File: config.mk
export PLATFORM = sky130hd
export DESIGN_NAME = zmod_adc_spi_target
export DESIGN_NICKNAME = d
export VERILOG_FILES = /design/src/rtl/zmod_adc_spi_pkg.sv /design/src/rtl/zmod_adc_spi_target_edge_sync.sv /design/src/rtl/zmod_adc_spi_target.sv
export SDC_FILE = /design/constraint.sdc
export NUM_CORES = 1
export LEC_CHECK = 0
export BUFFER_PORTS_ARGS = -buffer_cell sky130_fd_sc_hd__buf_2
export CAP_MARGIN = 10
export CORE_MARGIN = 1.5
export CORE_UTILIZATION = 25
export DETAILED_ROUTE_END_ITERATION = 7
export HOLD_SLACK_MARGIN = 0.02
export PLACE_DENSITY_LB_ADDON = 0.2
export SLEW_MARGIN = 5
export SYNTH_ARGS = -nofsm -noshare
export SYNTH_HDL_FRONTEND = slang
export SYNTH_SLANG_ARGS = --single-unit
File: constraint.sdc
create_clock -name clk -period 7.3 [get_ports clk]
set_input_delay 1.46 -clock clk [delete_from_list [all_inputs] [get_ports clk]]
set_output_delay 1.46 -clock clk [all_outputs]
set_load 0.01 [all_outputs]
File: src/rtl/zmod_adc_spi_pkg.sv
// Shared constants, reset values, frame field widths and FSM states for the
// AD9648-style SPI configuration target.
package zmod_adc_spi_pkg;

    localparam int LP_RW_W    = 1;
    localparam int LP_W_W     = 2;
    localparam int LP_A_W     = 13;
    localparam int LP_D_W     = 8;
    localparam int LP_INSTR_W = LP_RW_W + LP_W_W + LP_A_W;

    localparam logic [LP_A_W-1:0] ADDR_CHIP_ID  = 13'h0001;
    localparam logic [LP_A_W-1:0] ADDR_CHSELECT = 13'h0005;
    localparam logic [LP_A_W-1:0] ADDR_PWRMODE  = 13'h0008;
    localparam logic [LP_A_W-1:0] ADDR_TESTMODE = 13'h000D;
    localparam logic [LP_A_W-1:0] ADDR_OMODE    = 13'h0014;

    localparam logic [LP_D_W-1:0] LP_CHSEL_RST = 8'h03;
    localparam logic [LP_D_W-1:0] LP_REG_RST   = 8'h00;

    typedef enum logic [2:0] {
        ST_IDLE,
        ST_INSTR,
        ST_WDATA,
        ST_RDATA,
        ST_DONE
    } state_e;

    // Local-register readback: channel A wins whenever it is selected.
    function automatic logic [LP_D_W-1:0] pick_copy(
        input logic [LP_D_W-1:0] a_copy,
        input logic [LP_D_W-1:0] b_copy,
        input logic [1:0]        chsel
    );
        return chsel[0] ? a_copy : b_copy;
    endfunction

endpackage

File: src/rtl/zmod_adc_spi_target_edge_sync.sv
// Pad synchronizer for sck/cs/sdio plus rise/fall detection on sck and cs;
// sdio leaves the chain at the same stage that feeds the edge detectors.
module spi_edge_sync #(
    parameter int P_SYNC_STAGES = 2
) (
    input  logic clk,
    input  logic rst,
    input  logic i_sck,
    input  logic i_cs,
    input  logic i_sdio,
    output logic o_sck_rise,
    output logic o_sck_fall,
    output logic o_cs_rise,
    output logic o_cs_fall,
    output logic o_cs_low,
    output logic o_sdio
);
    localparam int         LP_STAGES = (P_SYNC_STAGES < 2) ? 2 : P_SYNC_STAGES;
    localparam logic [2:0] LP_IDLE   = 3'b011;   // {sdio, cs, sck} bus-idle levels

    logic [2:0] pad;
    logic [2:0] sync;
    logic [1:0] prev_q;

    assign pad = {i_sdio, i_cs, i_sck};

    genvar gi;
    generate
        for (gi = 0; gi < 3; gi++) begin : g_chain
            logic [LP_STAGES-1:0] chain_q;
            logic [LP_STAGES-1:0] chain_d;

            assign chain_d  = {chain_q[LP_STAGES-2:0], pad[gi]};
            assign sync[gi] = chain_q[LP_STAGES-1];

            always_ff @(posedge clk or negedge rst) begin
                if (!rst) begin
                    chain_q <= {LP_STAGES{LP_IDLE[gi]}};
                end else begin
                    chain_q <= chain_d;
                end
            end
        end
    endgenerate

    always_ff @(posedge clk or negedge rst) begin
        if (!rst) begin
            prev_q <= LP_IDLE[1:0];
        end else begin
            prev_q <= sync[1:0];
        end
    end

    assign o_sck_rise = sync[0] & ~prev_q[0];
    assign o_sck_fall = ~sync[0] & prev_q[0];
    assign o_cs_rise  = sync[1] & ~prev_q[1];
    assign o_cs_fall  = ~sync[1] & prev_q[1];
    assign o_cs_low   = ~sync[1];
    assign o_sdio     = sync[2];

endmodule

File: src/rtl/zmod_adc_spi_target.sv
// 3-wire SPI configuration target emulating the AD9648 register port.
// Readback over SDIO is built only when ZMOD_ADC_SPI_TARGET_READBACK_EN is defined.
module zmod_adc_spi_target
    import zmod_adc_spi_pkg::*;
#(
    parameter logic [7:0] P_CHIP_ID     = 8'h88,
    parameter int         P_SYNC_STAGES = 2
) (
    input  logic       clk,
    input  logic       rst,
    input  logic       i_sck,
    input  logic       i_cs,
    input  logic       i_sdio,
    output logic       o_sdio,
    output logic       o_sdio_oe,
    output logic [7:0] o8_chselect,
    output logic [7:0] o8_pwrmode_a,
    output logic [7:0] o8_pwrmode_b,
    output logic [7:0] o8_testmode_a,
    output logic [7:0] o8_testmode_b,
    output logic [7:0] o8_omode_a,
    output logic [7:0] o8_omode_b,
    output logic       o_frame_done,
    output logic       o_frame_err
);
    logic sck_rise, sck_fall, cs_rise, cs_fall, cs_low, sdio_s;
    logic sck_rise_act;

    spi_edge_sync #(
        .P_SYNC_STAGES(P_SYNC_STAGES)
    ) u_sync (
        .clk       (clk),
        .rst       (rst),
        .i_sck     (i_sck),
        .i_cs      (i_cs),
        .i_sdio    (i_sdio),
        .o_sck_rise(sck_rise),
        .o_sck_fall(sck_fall),
        .o_cs_rise (cs_rise),
        .o_cs_fall (cs_fall),
        .o_cs_low  (cs_low),
        .o_sdio    (sdio_s)
    );

    assign sck_rise_act = sck_rise & cs_low;

    state_e                state_q, state_d;
    logic [3:0]            bit_cnt_q, bit_cnt_d;
    logic [LP_INSTR_W-1:0] shift_q, shift_d;
    logic [LP_A_W-1:0]     addr_q, addr_d;
    logic [1:0]            bytes_left_q, bytes_left_d;
    logic                  stream_q, stream_d;
    logic                  frame_ok_q, frame_ok_d;
    logic                  done_q, done_d, err_q, err_d;
    logic [7:0]            chselect_q, chselect_d;
    logic [7:0]            pwrmode_a_q, pwrmode_a_d, pwrmode_b_q, pwrmode_b_d;
    logic [7:0]            testmode_a_q, testmode_a_d, testmode_b_q, testmode_b_d;
    logic [7:0]            omode_a_q, omode_a_d, omode_b_q, omode_b_d;

    logic [LP_INSTR_W-1:0] shift_in;
    logic [LP_A_W-1:0]     addr_dec;
    logic [LP_D_W-1:0]     wr_data;
    logic                  byte_end, wr_en;

    always_comb begin
        state_d      = state_q;
        bit_cnt_d    = bit_cnt_q;
        shift_d      = shift_q;
        addr_d       = addr_q;
        bytes_left_d = bytes_left_q;
        stream_d     = stream_q;
        frame_ok_d   = frame_ok_q;
        done_d       = 1'b0;
        err_d        = 1'b0;
        byte_end     = 1'b0;
        wr_en        = 1'b0;
        shift_in     = {shift_q[LP_INSTR_W-2:0], sdio_s};
        wr_data      = shift_in[LP_D_W-1:0];
        addr_dec     = addr_q - 13'd1;

        if (cs_rise) begin
            state_d = ST_IDLE;
            if (state_q != ST_IDLE) begin
                if (frame_ok_q && (bit_cnt_q == 4'd0)) begin
                    done_d = 1'b1;
                end else begin
                    err_d = 1'b1;
                end
            end
        end else begin
            case (state_q)
                ST_IDLE: begin
                    if (cs_fall) begin
                        state_d    = ST_INSTR;
                        bit_cnt_d  = 4'd0;
                        frame_ok_d = 1'b0;
                    end
                end
                ST_INSTR: begin
                    if (sck_rise_act) begin
                        shift_d   = shift_in;
                        bit_cnt_d = bit_cnt_q + 4'd1;
                        if (bit_cnt_q == 4'd15) begin
                            bit_cnt_d    = 4'd0;
                            addr_d       = shift_in[LP_A_W-1:0];
                            bytes_left_d = shift_in[LP_A_W +: LP_W_W];
                            stream_d     = &shift_in[LP_A_W +: LP_W_W];
                            if (!shift_in[LP_INSTR_W-1]) begin
                                state_d = ST_WDATA;
                            end else begin
`ifdef ZMOD_ADC_SPI_TARGET_READBACK_EN
                                state_d = ST_RDATA;
`else
                                state_d    = ST_DONE;
                                frame_ok_d = 1'b1;
`endif
                            end
                        end
                    end
                end
                ST_WDATA: begin
                    if (sck_rise_act) begin
                        shift_d   = shift_in;
                        bit_cnt_d = bit_cnt_q + 4'd1;
                        if (bit_cnt_q == 4'd7) begin
                            wr_en    = 1'b1;
                            byte_end = 1'b1;
                        end
                    end
                end
                ST_RDATA: begin
                    if (sck_rise_act) begin
                        bit_cnt_d = bit_cnt_q + 4'd1;
                        if (bit_cnt_q == 4'd7) begin
                            byte_end = 1'b1;
                        end
                    end
                end
                default: ;
            endcase

            // Byte bookkeeping shared by writes and reads: address walks downward.
            if (byte_end) begin
                bit_cnt_d  = 4'd0;
                frame_ok_d = 1'b1;
                addr_d     = addr_dec;
                if (!stream_q) begin
                    if (bytes_left_q == 2'd0) begin
                        state_d = ST_DONE;
                    end else begin
                        bytes_left_d = bytes_left_q - 2'd1;
                    end
                end
            end
        end
    end

    // Local decode uses the chselect value in force before this byte commits.
    always_comb begin
        chselect_d   = chselect_q;
        pwrmode_a_d  = pwrmode_a_q;
        pwrmode_b_d  = pwrmode_b_q;
        testmode_a_d = testmode_a_q;
        testmode_b_d = testmode_b_q;
        omode_a_d    = omode_a_q;
        omode_b_d    = omode_b_q;
        if (wr_en) begin
            case (addr_q)
                ADDR_CHSELECT: chselect_d = {6'd0, wr_data[1:0]};
                ADDR_PWRMODE: begin
                    if (chselect_q[0]) pwrmode_a_d = wr_data;
                    if (chselect_q[1]) pwrmode_b_d = wr_data;
                end
                ADDR_TESTMODE: begin
                    if (chselect_q[0]) testmode_a_d = wr_data;
                    if (chselect_q[1]) testmode_b_d = wr_data;
                end
                ADDR_OMODE: begin
                    if (chselect_q[0]) omode_a_d = wr_data;
                    if (chselect_q[1]) omode_b_d = wr_data;
                end
                default: ;
            endcase
        end
    end

    always_ff @(posedge clk or negedge rst) begin
        if (!rst) begin
            state_q      <= ST_IDLE;
            bit_cnt_q    <= 4'd0;
            shift_q      <= '0;
            addr_q       <= '0;
            bytes_left_q <= 2'd0;
            stream_q     <= 1'b0;
            frame_ok_q   <= 1'b0;
            done_q       <= 1'b0;
            err_q        <= 1'b0;
            chselect_q   <= LP_CHSEL_RST;
            pwrmode_a_q  <= LP_REG_RST;
            pwrmode_b_q  <= LP_REG_RST;
            testmode_a_q <= LP_REG_RST;
            testmode_b_q <= LP_REG_RST;
            omode_a_q    <= LP_REG_RST;
            omode_b_q    <= LP_REG_RST;
        end else begin
            state_q      <= state_d;
            bit_cnt_q    <= bit_cnt_d;
            shift_q      <= shift_d;
            addr_q       <= addr_d;
            bytes_left_q <= bytes_left_d;
            stream_q     <= stream_d;
            frame_ok_q   <= frame_ok_d;
            done_q       <= done_d;
            err_q        <= err_d;
            chselect_q   <= chselect_d;
            pwrmode_a_q  <= pwrmode_a_d;
            pwrmode_b_q  <= pwrmode_b_d;
            testmode_a_q <= testmode_a_d;
            testmode_b_q <= testmode_b_d;
            omode_a_q    <= omode_a_d;
            omode_b_q    <= omode_b_d;
        end
    end

`ifdef ZMOD_ADC_SPI_TARGET_READBACK_EN
    logic [LP_A_W-1:0] rd_addr;
    logic [7:0]        rd_mux;
    logic [7:0]        rd_byte_q, rd_byte_d;
    logic              sdio_q, sdio_d, sdio_oe_q, sdio_oe_d;

    // Next read word: the instruction address at its last bit, else the next lower address.
    always_comb begin
        rd_mux  = LP_REG_RST;
        rd_addr = (state_q == ST_INSTR) ? shift_in[LP_A_W-1:0] : addr_dec;
        case (rd_addr)
            ADDR_CHIP_ID:  rd_mux = P_CHIP_ID;
            ADDR_CHSELECT: rd_mux = chselect_q;
            ADDR_PWRMODE:  rd_mux = pick_copy(pwrmode_a_q, pwrmode_b_q, chselect_q[1:0]);
            ADDR_TESTMODE: rd_mux = pick_copy(testmode_a_q, testmode_b_q, chselect_q[1:0]);
            ADDR_OMODE:    rd_mux = pick_copy(omode_a_q, omode_b_q, chselect_q[1:0]);
            default:       rd_mux = LP_REG_RST;
        endcase
    end

    always_comb begin
        rd_byte_d = rd_byte_q;
        sdio_d    = sdio_q;
        sdio_oe_d = sdio_oe_q;
        if (cs_rise) begin
            sdio_d    = 1'b0;
            sdio_oe_d = 1'b0;
        end else if ((state_q == ST_INSTR) && sck_rise_act && (bit_cnt_q == 4'd15)) begin
            rd_byte_d = rd_mux;
        end else if (state_q == ST_RDATA) begin
            if (sck_fall && cs_low) begin
                sdio_d    = rd_byte_q[7];
                rd_byte_d = {rd_byte_q[6:0], 1'b0};
                sdio_oe_d = 1'b1;
            end else if (byte_end) begin
                rd_byte_d = rd_mux;
            end
        end
    end

    always_ff @(posedge clk or negedge rst) begin
        if (!rst) begin
            rd_byte_q <= 8'h00;
            sdio_q    <= 1'b0;
            sdio_oe_q <= 1'b0;
        end else begin
            rd_byte_q <= rd_byte_d;
            sdio_q    <= sdio_d;
            sdio_oe_q <= sdio_oe_d;
        end
    end

    assign o_sdio    = sdio_q;
    assign o_sdio_oe = sdio_oe_q;
`else
    logic unused_sink;
    assign unused_sink = sck_fall ^ (^P_CHIP_ID);
    assign o_sdio      = 1'b0;
    assign o_sdio_oe   = 1'b0;
`endif

    assign o8_chselect   = chselect_q;
    assign o8_pwrmode_a  = pwrmode_a_q;
    assign o8_pwrmode_b  = pwrmode_b_q;
    assign o8_testmode_a = testmode_a_q;
    assign o8_testmode_b = testmode_b_q;
    assign o8_omode_a    = omode_a_q;
    assign o8_omode_b    = omode_b_q;
    assign o_frame_done  = done_q;
    assign o_frame_err   = err_q;

endmodule

# --- Yosys cells after proc, flatten, opt, wreduce, memory -nomap -nowiden ---
# Index checks and enable logic that the tools add are counted.
totals:
  wordCells: 113
  latch_bits: 0
  mem_bits_rw: 0
  n_memories: 0
  regBits: 99
  romBits: 0
op_classes:
  n_addsub: 3
  shift: 0
  magnitude_cmp: 0
  bitwise: 8
  n_mux: 43
  n_eq_ne: 14
  reduce_logical: 25
  n_div: 0
  n_mul: 0
ops:
  columns: ["cell", "n"]
  rows:
  - ["2-to-1 mux 13 bit", 4]
  - ["== test 13 x 4 -> 1 bit (second input constant)", 2]
  - ["2-to-1 mux 3 bit", 8]
  - ["AND reduction 3 bit", 7]
  - ["2-to-1 mux 4 bit", 5]
  - ["2-to-1 mux 1 bit", 17]
  - ["== test 13 x 3 -> 1 bit (second input constant)", 1]
  - ["== test 13 x 5 -> 1 bit (second input constant)", 1]
  - ["subtractor 13 x 1 -> 13 bit (second input constant)", 1]
  - ["2-to-1 mux 2 bit", 6]
  - ["inequality test 3 bit (second input constant)", 4]
  - ["one-hot mux 4 bit (3 select lines)", 1]
  - ["AND reduction 4 bit", 2]
  - ["== test 3 x 2 -> 1 bit (second input constant)", 2]
  - ["one-hot mux 3 bit (2 select lines)", 1]
  - ["AND reduction 6 bit", 1]
  - ["nonzero test 2 bit", 3]
  - ["nonzero test 3 bit", 2]
  - ["AND reduction 5 bit", 1]
  - ["adder 4 x 1 -> 4 bit (second input constant)", 1]
  - ["bitwise AND 1 bit", 4]
  - ["== test 4 x 3 -> 1 bit (second input constant)", 1]
  - ["== test 4 bit (second input constant)", 1]
  - ["logical NOT 4 bit", 1]
  - ["11 further kinds", 16]

# --- Logic depth before layout (Yosys ltp) ---
# Gate-level depths: netlist of run 1.
depth:
  ltp_word: 9
  depth_mapped: 7

# --- Modules after synthesis ---
# A second synthesis of run 1 with hierarchy kept.
unflattened:
  hier_cells: 383
  hier_area_um2: 4634.4
modules_own_cells:
  columns: ["module", "n_inst", "cells_each", "seq_area_each_um2", "area_per_inst_um2"]
  rows:
  - ["zmod_adc_spi_target", 1, 370, 2279.7, 4393.0]
  - ["spi_edge_sync", 1, 13, 207.7, 241.5]

# --- Least setup slack after synthesis of run 1 ---
# No wires, ideal clock.
synth_timing:
  kind: "reg-to-reg"
  from: "register bit_cnt_q[0]"
  to: "register omode_b_q[0] (netlist: o8_omode_b[0])"
  stages_incl_launch_ff: 7
  synth_period_minus_slack_ns: 2.295
  setup_ns: 0.125
  t_arrival_ns: 2.170
  required_time_ns: 7.175
  path_slack_ns: 5.005
  path_buffers: 1
  cell_sequence: "dfrtp_1 > ha_1 > nand4b_1 > or2_2 > buf_2 > nor4_4 > mux2_2"
synth_between:
  elab_chain_len: 6
synth_rtl:
  columns: ["item", "line_no", "text"]
  rows:
  - ["start: declaration", "zmod_adc_spi_target.sv:48", "logic [3:0] bit_cnt_q, bit_cnt_d;"]
  - ["start signal: assignment", "zmod_adc_spi_target.sv:207", "bit_cnt_q <= bit_cnt_d;"]
  - ["== test 4 x 3 -> 1 bit", "zmod_adc_spi_target.sv:125", "if (bit_cnt_q == 4'd7) begin"]
  - ["2-to-1 mux 1 bit", "zmod_adc_spi_target.sv:125", null]
  - ["2-to-1 mux 1 bit", null, null]
  - ["2-to-1 mux 1 bit", "zmod_adc_spi_target.sv:91", "case (state_q)"]
  - ["2-to-1 mux 1 bit", "zmod_adc_spi_target.sv:81", "if (cs_rise) begin"]
  - ["AND reduction 3 bit (no source line)", null, null]
  - ["end signal: assignment", "zmod_adc_spi_target.sv:221", "omode_b_q <= omode_b_d;"]
  - ["end: declaration", "zmod_adc_spi_target.sv:58", "logic [7:0] omode_a_q, omode_a_d, omode_b_q, omode_b_d;"]
# No other way between the ends.
# A chain may end at the register's enable or synchronous reset.

# --- Worst setup path in the final report of run 1 ---
layout_timing:
  from: "register bit_cnt_q[0]"
  to: "register omode_a_q[3] (netlist: o8_omode_a[3])"
layout_between:
  elab_chain_len: 6
layout_rtl:
  columns: ["item", "line_no", "text"]
  rows:
  - ["== test 4 x 3 -> 1 bit", "zmod_adc_spi_target.sv:125", null]
  - ["2-to-1 mux 1 bit", "zmod_adc_spi_target.sv:125", null]
  - ["2-to-1 mux 1 bit", null, null]
  - ["2-to-1 mux 1 bit", "zmod_adc_spi_target.sv:91", null]
  - ["2-to-1 mux 1 bit", "zmod_adc_spi_target.sv:81", null]
  - ["AND reduction 3 bit (no source line)", null, null]
  - ["end signal: assignment", "zmod_adc_spi_target.sv:220", "omode_a_q <= omode_a_d;"]
  - ["end: declaration", "zmod_adc_spi_target.sv:58", null]
# No other way between the ends.

==> impl_metrics.xml, run 1 <==
<?xml version="1.0" encoding="UTF-8"?>
<metrics>
  <group name="synth">
    <metric name="synth_area_leaders" unit="">dfrtp_1, mux2_2, dfstp_2</metric>
    <metric name="synthArstFlopShare" unit="%">100</metric>
    <metric name="postSynthRegisterBits" unit="">99</metric>
    <metric name="ys.warnings.count" unit="">0</metric>
    <metric name="synth_seq_area_share" unit="%">55.6</metric>
    <metric name="synth-edff-count" unit="">0</metric>
    <metric name="synthesis.instances" unit="">342</metric>
    <metric name="synth_cell_type_count" unit="">62</metric>
    <metric name="post_synth_instance_area" unit="um^2">4480</metric>
    <metric name="syn-mean-instance-area" unit="um^2">13.1</metric>
    <metric name="synth_top_cell_by_area" unit="">dfrtp_1</metric>
    <metric name="yosys_most_used_dff" unit="">dfrtp_1</metric>
    <metric name="yosysTopAreaCellShare" unit="%">50.9</metric>
  </group>
  <group name="final_layout">
    <metric name="insertedDiodeCount" unit="">0</metric>
    <metric name="post_route_cell_area" unit="um^2">5250</metric>
    <metric name="finish.net_count" unit="">406</metric>
    <metric name="syn2layout_area_growth" unit="%">17.4</metric>
    <metric name="final_layout_size_suffix_gt1_share" unit="%">39.9</metric>
  </group>
  <group name="sta">
    <metric name="min_period_over_period" unit="%">38.1</metric>
    <metric name="max_freq" unit="MHz">360</metric>
    <metric name="setup_repair_after_global_routing_missed_its_margin" unit="">false</metric>
    <metric name="layout_setup_ws" unit="ns">4.52</metric>
    <metric name="fin_hold_ws" unit="ns">0.353</metric>
    <metric name="setup-violations-final" unit="">0</metric>
    <metric name="timing.final.crit_period" unit="ns">2.78</metric>
    <metric name="worst_slew_pin_slew" unit="ns">1.02</metric>
    <metric name="timing.final.hold_violations" unit="">0</metric>
    <metric name="relSlewSlack" unit="%">31.5</metric>
    <metric name="timing.final.max_slew_violations" unit="">0</metric>
    <metric name="fin_skew" unit="ns">0.00977</metric>
    <metric name="fin_tns_setup" unit="ns">0</metric>
  </group>
  <group name="worst_setup_path">
    <metric name="critical_path_arrival" unit="ns">3.02</metric>
    <metric name="critPathMaxStageDelay" unit="ns">0.71</metric>
    <metric name="critical_path.slowest_cell" unit="">nor4_4</metric>
    <metric name="critPathCaptureType" unit="">flop</metric>
    <metric name="worstPathRequired" unit="ns">7.54</metric>
    <metric name="path_max_fanout" unit="">8</metric>
    <metric name="critPathLaunchType" unit="">flop</metric>
    <metric name="crit_path_cells" unit="">ha_1 &gt; nand4b_1 &gt; or2_2 &gt; nor4_4 &gt; mux2_2</metric>
    <metric name="crit_type" unit="">reg2reg</metric>
  </group>
  <group name="clock_tree">
    <metric name="numCtsBuffers" unit="">9</metric>
    <metric name="worstSkewPairLatency" unit="ns">0.35</metric>
    <metric name="root_buffer" unit="">clkbuf_16</metric>
    <metric name="clk_pin_slew_worst_paths" unit="ns">0.07</metric>
    <metric name="clock_tree.htree_level_count" unit="">3</metric>
    <metric name="cts_tree" unit="">done</metric>
    <metric name="cts.repair_timing.setup_buffer_count" unit="">0</metric>
    <metric name="postCtsResizedCells" unit="">0</metric>
    <metric name="maximum_buffer_depth_of_the_clock_tree" unit="">2</metric>
    <metric name="cts_num_sinks" unit="">99</metric>
    <metric name="ctsHoldBuffers" unit="">0</metric>
  </group>
  <group name="detailed_routing">
    <metric name="postRouteWirelength" unit="mm">10.4</metric>
    <metric name="dr.pass1.iters" unit="">4</metric>
    <metric name="drt-vias-per-instance" unit="">4.73</metric>
    <metric name="antenna_violating_nets_post_route" unit="">0</metric>
    <metric name="routedWlPerCell" unit="um">16.7</metric>
    <metric name="number_of_violations_reported_at_the_end_of_detailed_routing_iteration_0" unit="">94</metric>
    <metric name="detailroute.via_count" unit="">2958</metric>
    <metric name="detail_route.drc_violations" unit="">0</metric>
  </group>
  <group name="placed_design">
    <metric name="buffer_ports.inserted" unit="">56</metric>
    <metric name="placed_area" unit="um^2">4960</metric>
    <metric name="gpl.final_weighted_congestion" unit="">0.736</metric>
    <metric name="post-dp-hpwl" unit="mm">7.18</metric>
    <metric name="pre_cts_ws" unit="ns">4.53</metric>
  </group>
  <group name="floorplan">
    <metric name="die_y" unit="um">137</metric>
    <metric name="top_level_ports" unit="">65</metric>
    <metric name="fp.coreArea" unit="um^2">17400</metric>
    <metric name="floorplan.initialDensity" unit="%">25.7</metric>
    <metric name="die_width" unit="um">137</metric>
    <metric name="num_rows" unit="">48</metric>
    <metric name="dieArea" unit="um^2">18700</metric>
  </group>
  <group name="pwr">
    <metric name="max-vdd-ir-drop" unit="mV">0.105</metric>
    <metric name="powerDensity" unit="nW/um^2">216</metric>
    <metric name="finalPower" unit="mW">1.14</metric>
    <metric name="power_leakage" unit="nW">2.62</metric>
  </group>
  <group name="flow_run">
    <metric name="timing.max_cap.violations" unit="">0</metric>
  </group>
  <group name="global_route">
    <metric name="grt_overflow_total" unit="">0</metric>
    <metric name="first_global_vias" unit="">3018</metric>
    <metric name="track_usage" unit="%">12.0</metric>
    <metric name="grt_first_pass_wirelength" unit="mm">17.1</metric>
    <metric name="grt_antenna_before_repair" unit="">0</metric>
    <metric name="grt_start_max_net_pins" unit="">72</metric>
  </group>
  <group name="outcome">
    <metric name="run_status" unit="">complete, no violations</metric>
  </group>
  <group name="min_path">
    <metric name="hold_path_class" unit="">reg2reg</metric>
  </group>
</metrics>
## where the power goes
group          switching [mW]  internal, mW  total (mW)  leakage [nW]
Clock                   0.223         0.248       0.471         0.143
Combinational          0.0312        0.0265      0.0577          1.14
Sequential             0.0408         0.568       0.608          1.34
## final timing paths
check | startpoint | end | slack (ns) | cells past startpoint
worst min-delay path | u_sync.g_chain[2].chain_q[0] | u_sync.g_chain[2].chain_q[1] | 0.35 | 0
min in group asynchronous | rst | bytes_left_q[1] | 1.03 | 1
worst min register to register | u_sync.g_chain[2].chain_q[0] | u_sync.g_chain[2].chain_q[1] | 0.35 | 0
max in group asynchronous | rst | o8_testmode_b[4] | 5.05 | 2
worst max register to register | bit_cnt_q[0] | o8_omode_a[3] | 4.52 | 5
worst max-delay path | bit_cnt_q[0] | o8_omode_a[3] | 4.52 | 5
## cell usage in the layout, fill, tap and decap left out, types with 4 or more instances in the layout
cell type,n
dfrtp_1,91
nand2_1,18
a221o_1,4
buf_2,55
nor3_1,8
or3_1,4
conb_1,8
a21oi_1,5
clkbuf_16,9
nor2b_1,4
o21ai_0,5
ha_1,5
nor2_1,13
nor4_1,4
nand3_1,7
nand2b_1,8
inv_1,6
mux2_2,63
dfstp_2,8
nor4_4,4
## logic make-up after synthesis
logic type      count (synthesis)  share of synthesized area, %
flops                          99                          55.6
simple gates                   93                          14.3
mux                            68                          17.1
compound gates                 48                          8.33
buf+inv                        27                          3.07
fa+ha+maj                       5                          1.40
other cells                     1                        0.0838
xor+xnor                        1                         0.196
## worst max-delay path, delay by kind of cell, from the launching register on
family        cells  cell delay [ns]
flops             1             0.42
fa+ha+maj         1             0.29
simple gates      3             1.55
mux               1             0.41
## synth_stat cells, types with 2 or more instances
cell type,n
dfrtp_1,91
mux2_2,63
nand2_1,18
nor2_1,13
buf_4,9
clkbuf_1,9
dfstp_2,8
nand2b_1,8
nor3_1,8
nand3_1,7
inv_1,6
a21oi_1,5
ha_1,5
o21ai_0,5
a221o_1,4
nor2b_1,4
nor4_1,4
nor4_4,4
or3_1,4
a211oi_1,3
a21o_1,3
a22o_1,3
mux2_1,3
nand4_1,3
o221a_2,3
o311ai_0,3
a31oi_1,2
buf_2,2
mux2i_1,2
nor3_4,2
o21a_1,2
o221ai_1,2
o41ai_1,2
or2_2,2
or4_1,2
or4b_1,2
## through the flow
step	cells	util, %
floorplan	349	-
global placement	610	28.5
detailed placement	610	28.5
CTS	626	30.2
global route	626	30.2
finish	626	30.2
## registers in the layout, indices dropped and copies added, names as in the netlist, 2 cells and up
register / cells
u_sync.prev_q: 2
o8_omode_a: 8
o8_pwrmode_a: 8
u_sync.g_chain.chain_q: 6
o8_pwrmode_b: 8
o8_omode_b: 8
shift_q: 15
o8_chselect: 2
o8_testmode_a: 8
bytes_left_q: 2
bit_cnt_q: 4
o8_testmode_b: 8
state_q: 3
addr_q: 13
## metal layers
metal  vias up  part of all wire (%)  GRT usage, %
li1       1367                     -             -
met1      1523                    48          16.4
met2        54                    47          18.5
met3        14                   3.1          2.33
met4         0                   1.9          5.03
met5         -                     0             0
## cell type report
cell class | count | area (um^2)
Tap cell | 225 | 282
Clock inverter | 6 | 56.3
Sequential cell | 99 | 2490
Clock buffer | 10 | 239
Fill cell | 1782 | 12200
Multi-Input combinational cell | 223 | 1880
Timing Repair Buffer | 57 | 290
Inverter | 6 | 22.5
Power figures use the tool's default switching activity.
==> run 2: changes to the inputs <==
--- a/config.mk
+++ b/config.mk
@@ -5,6 +5,7 @@
 export SDC_FILE = /design/constraint.sdc
 export NUM_CORES = 1
 export LEC_CHECK = 0
+export ABC_AREA = 1
 export BUFFER_PORTS_ARGS = -buffer_cell sky130_fd_sc_hd__buf_2
 export CAP_MARGIN = 10
 export CORE_MARGIN = 1.5
==> constraint.sdc (replaced) <==
create_clock -name clk -period 2.5 [get_ports clk]
set_input_delay 0.5 -clock clk [delete_from_list [all_inputs] [get_ports clk]]
set_output_delay 0.5 -clock clk [all_outputs]
set_load 0.01 [all_outputs]
==> run 2 against run 1 <==
Against the previous run:
- the run now ends with design-rule violations left
- die area grew 4.2%
- clock power rose to 3.0 times the previous value
- final area rose by 4.0%
- critical path depth increased by 2
- hold slack got worse by 0.099 ns
- routed wire length grew 16%
- non-clock buffer count up 5
- fmax increased by 37%
- synthesized cell count grew 63%
- largest cell class unchanged
- global-route usage increased by 0.96 points
==> impl_metrics.xml, run 2 <==
<?xml version="1.0" encoding="UTF-8"?>
<metrics>
  <group name="detailed_routing">
    <metric name="routedWlPerCell" unit="um">14.3</metric>
    <metric name="drt-vias-per-instance" unit="">4.49</metric>
    <metric name="number_of_violations_reported_at_the_end_of_detailed_routing_iteration_0" unit="">293</metric>
    <metric name="dr.pass1.iters" unit="">6</metric>
    <metric name="postRouteWirelength" unit="mm">12.1</metric>
    <metric name="detailroute.via_count" unit="">3795</metric>
    <metric name="detail_route.drc_violations" unit="">11</metric>
    <metric name="antenna_violating_nets_post_route" unit="">0</metric>
  </group>
  <group name="clock_tree">
    <metric name="numCtsBuffers" unit="">9</metric>
    <metric name="cts_num_sinks" unit="">99</metric>
    <metric name="root_buffer" unit="">clkbuf_16</metric>
    <metric name="cts_tree" unit="">done</metric>
    <metric name="clk_pin_slew_worst_paths" unit="ns">0.06</metric>
    <metric name="maximum_buffer_depth_of_the_clock_tree" unit="">2</metric>
    <metric name="clock_tree.htree_level_count" unit="">3</metric>
    <metric name="cts.repair_timing.setup_buffer_count" unit="">0</metric>
    <metric name="worstSkewPairLatency" unit="ns">0.34</metric>
  </group>
  <group name="worst_setup_path">
    <metric name="crit_cells" unit="">7</metric>
    <metric name="setup.worst_path.start" unit="">u_sync.g_chain[0].chain_q[1]</metric>
    <metric name="critPathCaptureType" unit="">flop</metric>
    <metric name="r2r-start" unit="">u_sync.g_chain[0].chain_q[1]</metric>
    <metric name="r2r.worst_path.cells" unit="">7</metric>
    <metric name="crit-reg2reg-capture" unit="">state_q[0]</metric>
    <metric name="worst-r2r-setup-slack" unit="ns">0.47</metric>
    <metric name="critical_path_arrival" unit="ns">2.26</metric>
    <metric name="crit_type" unit="">reg2reg</metric>
    <metric name="crit_path_cells" unit="">nand3_1 &gt; nor2_1 &gt; nand2_1 &gt; inv_1 &gt; nand3_1 &gt; nand2_1 &gt; nor2_1</metric>
    <metric name="cp_top_family" unit="">simple AND/OR/NAND/NOR gates</metric>
    <metric name="critPathLaunchType" unit="">flop</metric>
    <metric name="worstPathRequired" unit="ns">2.73</metric>
    <metric name="cp.buffers_inverters" unit="">1</metric>
    <metric name="critPathMaxStageDelay" unit="ns">0.54</metric>
    <metric name="critical_path.endpoint" unit="">state_q[0]</metric>
    <metric name="critical_path.slowest_cell" unit="">dfstp_2</metric>
    <metric name="path_max_fanout" unit="">16</metric>
  </group>
  <group name="outcome">
    <metric name="run_status" unit="">complete, but fails checks</metric>
    <metric name="violated_checks" unit="">design-rule violations</metric>
  </group>
  <group name="final_layout">
    <metric name="largest_register_ffs" unit="">15</metric>
    <metric name="layout_common_cells" unit="">nand2_1, dfrtp_1, buf_2</metric>
    <metric name="finish.net_count" unit="">622</metric>
    <metric name="final_common_cell" unit="">nand2_1</metric>
    <metric name="syn2layout_area_growth" unit="%">17.1</metric>
    <metric name="largest_registers_in_the_final_layout" unit="">shift_q (15), addr_q (13)</metric>
    <metric name="insertedDiodeCount" unit="">0</metric>
    <metric name="instances_no_fill" unit="">846</metric>
    <metric name="final_layout_size_suffix_gt1_share" unit="%">17.5</metric>
    <metric name="largest-register" unit="">shift_q</metric>
    <metric name="finish.utilization" unit="%">30.1</metric>
  </group>
  <group name="sta">
    <metric name="setup-violations-final" unit="">0</metric>
    <metric name="fin_tns_setup" unit="ns">0</metric>
    <metric name="worst_slew_pin_slew" unit="ns">0.555</metric>
    <metric name="timing.final.hold_violations" unit="">0</metric>
    <metric name="setup_repair_after_global_routing_missed_its_margin" unit="">false</metric>
    <metric name="fin_skew" unit="ns">0.00623</metric>
    <metric name="timing.final.crit_period" unit="ns">2.03</metric>
    <metric name="max_freq" unit="MHz">492</metric>
    <metric name="min_period_over_period" unit="%">81.3</metric>
    <metric name="layout_setup_ws" unit="ns">0.468</metric>
    <metric name="timing.final.max_slew_violations" unit="">0</metric>
    <metric name="relSlewSlack" unit="%">62.9</metric>
  </group>
  <group name="synth">
    <metric name="yosys_most_used_dff" unit="">dfrtp_1</metric>
    <metric name="synth-edff-count" unit="">0</metric>
    <metric name="postSynthRegisterBits" unit="">99</metric>
    <metric name="synthesis.instances" unit="">559</metric>
    <metric name="ys.warnings.count" unit="">0</metric>
    <metric name="yosys-top-cells-count" unit="">nand2_1, dfrtp_1, o21ai_0</metric>
    <metric name="synth_top_cell_by_area" unit="">dfrtp_1</metric>
    <metric name="synth_cell_type_count" unit="">32</metric>
    <metric name="synth_seq_area_share" unit="%">53.3</metric>
    <metric name="syn-mean-instance-area" unit="um^2">8.35</metric>
    <metric name="synthArstFlopShare" unit="%">100</metric>
    <metric name="yosysTopAreaCellShare" unit="%">48.8</metric>
    <metric name="yosys.cell_count.top_type" unit="">nand2_1</metric>
    <metric name="post_synth_instance_area" unit="um^2">4670</metric>
    <metric name="synth_area_leaders" unit="">dfrtp_1, nand2_1, o21ai_0</metric>
  </group>
  <group name="placed_design">
    <metric name="post-place-cells" unit="">829</metric>
    <metric name="gpl.final_weighted_congestion" unit="">0.804</metric>
    <metric name="post-dp-hpwl" unit="mm">8.59</metric>
    <metric name="pre_cts_ws" unit="ns">0.494</metric>
    <metric name="buffer_ports.inserted" unit="">56</metric>
  </group>
  <group name="pwr">
    <metric name="net_sw_power" unit="mW">1.10</metric>
    <metric name="power_leakage" unit="nW">3.00</metric>
    <metric name="max-vdd-ir-drop" unit="mV">0.292</metric>
    <metric name="internal_power" unit="mW">2.70</metric>
    <metric name="switching_share" unit="%">28.9</metric>
    <metric name="fraction_of_power_consumed_by_the_clock_network" unit="%">37.4</metric>
    <metric name="powerDensity" unit="nW/um^2">695</metric>
    <metric name="combinationalPowerShare" unit="%">8.8</metric>
    <metric name="pwr-share-seq" unit="%">53.8</metric>
  </group>
  <group name="global_route">
    <metric name="busiest_layer" unit="">met2</metric>
    <metric name="grt_antenna_before_repair" unit="">0</metric>
    <metric name="track_usage" unit="%">12.9</metric>
    <metric name="use_met3" unit="%">3.41</metric>
    <metric name="global_route.usage.met1" unit="%">17.0</metric>
    <metric name="grt_start_max_net_pins" unit="">41</metric>
    <metric name="first_global_vias" unit="">3603</metric>
    <metric name="grt_first_pass_wirelength" unit="mm">19.5</metric>
    <metric name="gr-usage-met2" unit="%">21.1</metric>
    <metric name="grt_overflow_total" unit="">0</metric>
  </group>
  <group name="floorplan">
    <metric name="num_rows" unit="">49</metric>
    <metric name="fp.coreArea" unit="um^2">18100</metric>
    <metric name="dieArea" unit="um^2">19500</metric>
    <metric name="die_width" unit="um">140</metric>
    <metric name="top_level_ports" unit="">65</metric>
    <metric name="die_y" unit="um">140</metric>
    <metric name="floorplan.initialDensity" unit="%">25.7</metric>
  </group>
  <group name="min_path">
    <metric name="worstHoldStart" unit="">i_cs</metric>
    <metric name="hold_path_class" unit="">in2reg</metric>
  </group>
  <group name="flow_run">
    <metric name="timing.max_cap.violations" unit="">0</metric>
  </group>
</metrics>
run 2: cell types whose count changed in the layout (fill, tap and decap cells not counted), sizes merged, moves of 7 or more:
| cell | change |
|---|---|
| nand2 | +179 |
| mux2 | -64 |
| o21ai | +60 |
| nor2 | +36 |
| inv | +34 |
| nand3 | +31 |
| nand2b | -8 |
| nor4 | -8 |
| a21oi | +7 |
| nor3 | -7 |
run 2: how the worst min path moves through the flow:
stage	end	slack, ns	cells past startpoint
finish	u_sync.g_chain[1].chain_q[0]	0.25	1
CTS	u_sync.g_chain[1].chain_q[0]	0.23	1
floorplan	addr_q[0]	0.20	0
global route	u_sync.g_chain[1].chain_q[0]	0.23	1
global placement	u_sync.g_chain[2].chain_q[1]	0.33	0
detailed placement	u_sync.g_chain[2].chain_q[1]	0.34	0
run 2: area by class of cell:
type	count	area, um^2
multi-input combinational	397	1880
fill	1951	12700
clock buffer	12	256
sequential	99	2490
clock inverter	4	50.0
timing repair buffer	62	343
inverter	43	161
tap	229	287
run 2: layer usage:
layer	wire, um	vias to the layer above
li1	-	1880
met1	5650	1810
met2	5690	93
met3	615	12
met4	139	0
met5	0	-
run 2: cells by family after synthesis:
logic type / count (synthesis) / share of synthesized area (%)
other: 1 / 0.0804
AND/OR/NAND/NOR: 293 / 27.7
adder cells (fa/ha/maj): 5 / 1.34
flip-flops: 99 / 53.3
multiplexers: 2 / 0.483
buffers and inverters: 70 / 7.00
XOR/XNOR: 2 / 0.375
AO/OA/AOI/OAI: 87 / 9.76
run 2: repair_timing:
item,CTS,global route
gates resized for setup,0,0
hold buffers,1,0
endpoints found under the setup margin,0,0
hold endpoints to repair,16,0
run 2: stage by stage:
step	power (mW)	instance area (um^2)	hold slack, ns
after CTS	3.88	5460	0.231
after global routing	4.02	5460	0.231
after floorplan	2.20	4690	0.204
after global placement	2.41	5150	0.334
final	3.80	5460	0.254
after detailed placement	2.42	5150	0.337
run 2: power by group through the flow:
stage | clock network (mW) | logic [mW] | registers [mW]
2_1_floorplan | 0 | 0.362 | 1.84
3_3_place_gp | 0 | 0.332 | 2.08
3_5_place_dp | 0 | 0.339 | 2.08
4_1_cts | 1.48 | 0.342 | 2.05
5_1_grt | 1.55 | 0.397 | 2.07
6_report | 1.42 | 0.335 | 2.04
==> run 3: changes to the inputs <==
--- a/config.mk
+++ b/config.mk
@@ -5,7 +5,7 @@
 export SDC_FILE = /design/constraint.sdc
 export NUM_CORES = 1
 export LEC_CHECK = 0
-export ABC_AREA = 1
+export ABC_AREA = 0
 export BUFFER_PORTS_ARGS = -buffer_cell sky130_fd_sc_hd__buf_2
 export CAP_MARGIN = 10
 export CORE_MARGIN = 1.5
==> constraint.sdc (replaced) <==
create_clock -name clk -period 1.85 [get_ports clk]
set_input_delay 0.37 -clock clk [delete_from_list [all_inputs] [get_ports clk]]
set_output_delay 0.37 -clock clk [all_outputs]
set_load 0.01 [all_outputs]
==> run 3 against run 2 <==
Against the previous run:
- the flow finishes with violations (negative setup slack)
- sequential share of layout area decreased by 6.2 points
- clock power rose by 35%
- die area is 4.0% lower
- final cell count fell by 18%
- via count fell by 15%
- register-to-register slack worse by 0.73 ns
- first-iteration DRC count decreased by 61%
==> impl_metrics.xml, run 3 (synthesized netlist as in run 1, its figures left out) <==
<?xml version="1.0" encoding="UTF-8"?>
<metrics>
  <group name="final_layout">
    <metric name="final_layout_size_suffix_gt1_share" unit="%">55.4</metric>
    <metric name="num-fill-cells" unit="">1734</metric>
    <metric name="syn2layout_area_growth" unit="%">41.2</metric>
    <metric name="largest_registers_in_the_final_layout" unit="">shift_q (15), addr_q (13)</metric>
    <metric name="layout_common_cells" unit="">dfrtp_1, buf_2, mux2_4</metric>
    <metric name="post_route_cell_area" unit="um^2">6320</metric>
    <metric name="final_common_cell" unit="">dfrtp_1</metric>
    <metric name="largest_register_ffs" unit="">15</metric>
    <metric name="insertedDiodeCount" unit="">0</metric>
    <metric name="finish.net_count" unit="">476</metric>
    <metric name="largest-register" unit="">shift_q</metric>
  </group>
  <group name="detailed_routing">
    <metric name="routedWlPerCell" unit="um">17.0</metric>
    <metric name="detailroute.via_count" unit="">3238</metric>
    <metric name="number_of_violations_reported_at_the_end_of_detailed_routing_iteration_0" unit="">113</metric>
    <metric name="drt-vias-per-instance" unit="">4.65</metric>
    <metric name="antenna_violating_nets_post_route" unit="">0</metric>
    <metric name="postRouteWirelength" unit="mm">11.8</metric>
    <metric name="dr.pass1.iters" unit="">4</metric>
    <metric name="detail_route.drc_violations" unit="">0</metric>
  </group>
  <group name="sta">
    <metric name="worst_slew_pin_slew" unit="ns">0.535</metric>
    <metric name="min_period_over_period" unit="%">114</metric>
    <metric name="fin_skew" unit="ns">0.00963</metric>
    <metric name="fin_tns_setup" unit="ns">-12.76</metric>
    <metric name="max_freq" unit="MHz">474</metric>
    <metric name="setup_repair_after_global_routing_missed_its_margin" unit="">true</metric>
    <metric name="layout_setup_ws" unit="ns">-0.262</metric>
    <metric name="timing.final.hold_violations" unit="">0</metric>
    <metric name="setup-violations-final" unit="">66</metric>
    <metric name="relSlewSlack" unit="%">64.3</metric>
    <metric name="timing.final.crit_period" unit="ns">2.11</metric>
    <metric name="timing.final.max_slew_violations" unit="">0</metric>
  </group>
  <group name="clock_tree">
    <metric name="clock_tree.htree_level_count" unit="">3</metric>
    <metric name="clk_pin_slew_worst_paths" unit="ns">0.07</metric>
    <metric name="maximum_buffer_depth_of_the_clock_tree" unit="">2</metric>
    <metric name="cts_num_sinks" unit="">99</metric>
    <metric name="worstSkewPairLatency" unit="ns">0.36</metric>
    <metric name="cts_tree" unit="">done</metric>
    <metric name="numCtsBuffers" unit="">9</metric>
    <metric name="root_buffer" unit="">clkbuf_16</metric>
  </group>
  <group name="min_path">
    <metric name="hold_path_class" unit="">in2reg</metric>
    <metric name="worstHoldStart" unit="">i_cs</metric>
    <metric name="whs_path_depth" unit="">1</metric>
    <metric name="timing.hold.worst_endpoint" unit="">u_sync.g_chain[1].chain_q[0]</metric>
  </group>
  <group name="floorplan">
    <metric name="top_level_ports" unit="">65</metric>
    <metric name="floorplan.initialDensity" unit="%">25.7</metric>
    <metric name="fp.coreArea" unit="um^2">17400</metric>
    <metric name="dieArea" unit="um^2">18700</metric>
    <metric name="num_rows" unit="">48</metric>
    <metric name="die_width" unit="um">137</metric>
    <metric name="die_y" unit="um">137</metric>
  </group>
  <group name="worst_setup_path">
    <metric name="cpMostUsedCell" unit="">buf_4</metric>
    <metric name="crit-reg2reg-capture" unit="">o8_pwrmode_a[0]</metric>
    <metric name="worstPathRequired" unit="ns">2.09</metric>
    <metric name="critPathCaptureType" unit="">flop</metric>
    <metric name="critPathMaxStageDelay" unit="ns">0.39</metric>
    <metric name="worst-r2r-setup-slack" unit="ns">-0.26</metric>
    <metric name="r2r-start" unit="">addr_q[9]</metric>
    <metric name="critPathLaunchType" unit="">flop</metric>
    <metric name="crit_path_cells" unit="">nor4_2 &gt; buf_4 &gt; nand4_4 &gt; buf_4 &gt; nor4_4 &gt; buf_12 &gt; mux2_4</metric>
    <metric name="r2r.worst_path.cells" unit="">7</metric>
    <metric name="critical_path.slowest_cell" unit="">dfrtp_1</metric>
    <metric name="crit_type" unit="">reg2reg</metric>
    <metric name="critical_path_arrival" unit="ns">2.35</metric>
    <metric name="path_max_fanout" unit="">8</metric>
  </group>
  <group name="global_route">
    <metric name="grt_overflow_total" unit="">0</metric>
    <metric name="grt_start_max_net_pins" unit="">30</metric>
    <metric name="track_usage" unit="%">13.4</metric>
    <metric name="grt_first_pass_wirelength" unit="mm">19.1</metric>
    <metric name="grt_antenna_before_repair" unit="">0</metric>
    <metric name="first_global_vias" unit="">3420</metric>
  </group>
  <group name="placed_design">
    <metric name="pre_cts_ws" unit="ns">-0.342</metric>
    <metric name="post-dp-hpwl" unit="mm">8.10</metric>
    <metric name="gpl.final_weighted_congestion" unit="">0.830</metric>
    <metric name="buffer_ports.inserted" unit="">56</metric>
    <metric name="placed_area" unit="um^2">5590</metric>
  </group>
  <group name="pwr">
    <metric name="powerDensity" unit="nW/um^2">735</metric>
    <metric name="finalPower" unit="mW">4.65</metric>
    <metric name="power_leakage" unit="nW">3.11</metric>
    <metric name="max-vdd-ir-drop" unit="mV">0.394</metric>
  </group>
  <group name="outcome">
    <metric name="run_status" unit="">complete, but fails checks</metric>
    <metric name="violated_checks" unit="">negative setup slack</metric>
  </group>
  <group name="flow_run">
    <metric name="timing.max_cap.violations" unit="">0</metric>
  </group>
</metrics>
-- run 3: cell count changes in the layout (fill, tap and decap cells not counted), sizes merged, moves of 8 or more --
cell / delta
nand2b: +8
o21ai: -60
nor4: +8
inv: -33
nand3: -31
buf: +65
nor2: -36
mux2: +64
nand2: -179
-- run 3: area by class of cell --
type	instances	area, um^2	share of cell area [%]
Multi-Input combinational cell	223	2240	35.5
Inverter	6	22.5	0.356
Clock buffer	9	225	3.56
Timing Repair Buffer	127	986	15.6
Clock inverter	7	75.1	1.19
Sequential cell	99	2490	39.4
Tap cell	225	282	4.45
-- run 3: through the flow --
| step | hold slack (ns) | instances | utilization [%] |
|---|---|---|---|
| 2_1_floorplan | 0.0744 | 349 | - |
| 3_3_place_gp | 0.327 | 672 | 32.1 |
| 3_5_place_dp | 0.329 | 672 | 32.1 |
| 4_1_cts | 0.103 | 693 | 35.9 |
| 5_1_grt | 0.102 | 696 | 36.3 |
| 6_report | 0.113 | 696 | 36.3 |
-- run 3: per-layer routing --
| layer | track usage, % | wire length [um] |
|---|---|---|
| met2 | 21.1 | 5730 |
| met3 | 2.00 | 304 |
| met5 | 0 | 0 |
| met4 | 6.26 | 260 |
| met1 | 18.1 | 5530 |
-- run 3: how the worst max path moves through the flow --
stage	from	to	slack (ns)	depth (start not counted)
after floorplan	u_sync.g_chain[1].chain_q[1]	o8_pwrmode_a[0]	-0.33	5
after global placement	bit_cnt_q[1]	o8_pwrmode_b[7]	-0.31	6
after detailed placement	bit_cnt_q[1]	o8_pwrmode_a[0]	-0.34	6
after CTS	addr_q[9]	o8_omode_a[2]	-0.29	6
after global routing	bit_cnt_q[1]	o8_omode_a[2]	-0.33	8
final	addr_q[9]	o8_pwrmode_a[0]	-0.26	7
-- run 3: critical path, delay by kind of cell, from the launching register on --
family,cells,cell delay (ns)
and+or+nand+nor,3,0.73
buffers and inverters,3,0.58
DFF,1,0.39
muxes,1,0.30
-- run 3: power breakdown --
| part | switching [mW] | internal [mW] |
|---|---|---|
| Combinational | 0.167 | 0.163 |
| Sequential | 0.174 | 2.24 |
| Clock | 0.945 | 0.961 |
-- run 3: repair_timing --
action / 4_1_cts / 5_1_grt
hold endpoints to repair: 15 / 0
cloned: 1 / 0
pin swaps: 14 / 9
hold buffers: 1 / 0
endpoints found under the setup margin: 68 / 68
resized for setup: 72 / 12
setup buffers: 3 / 3
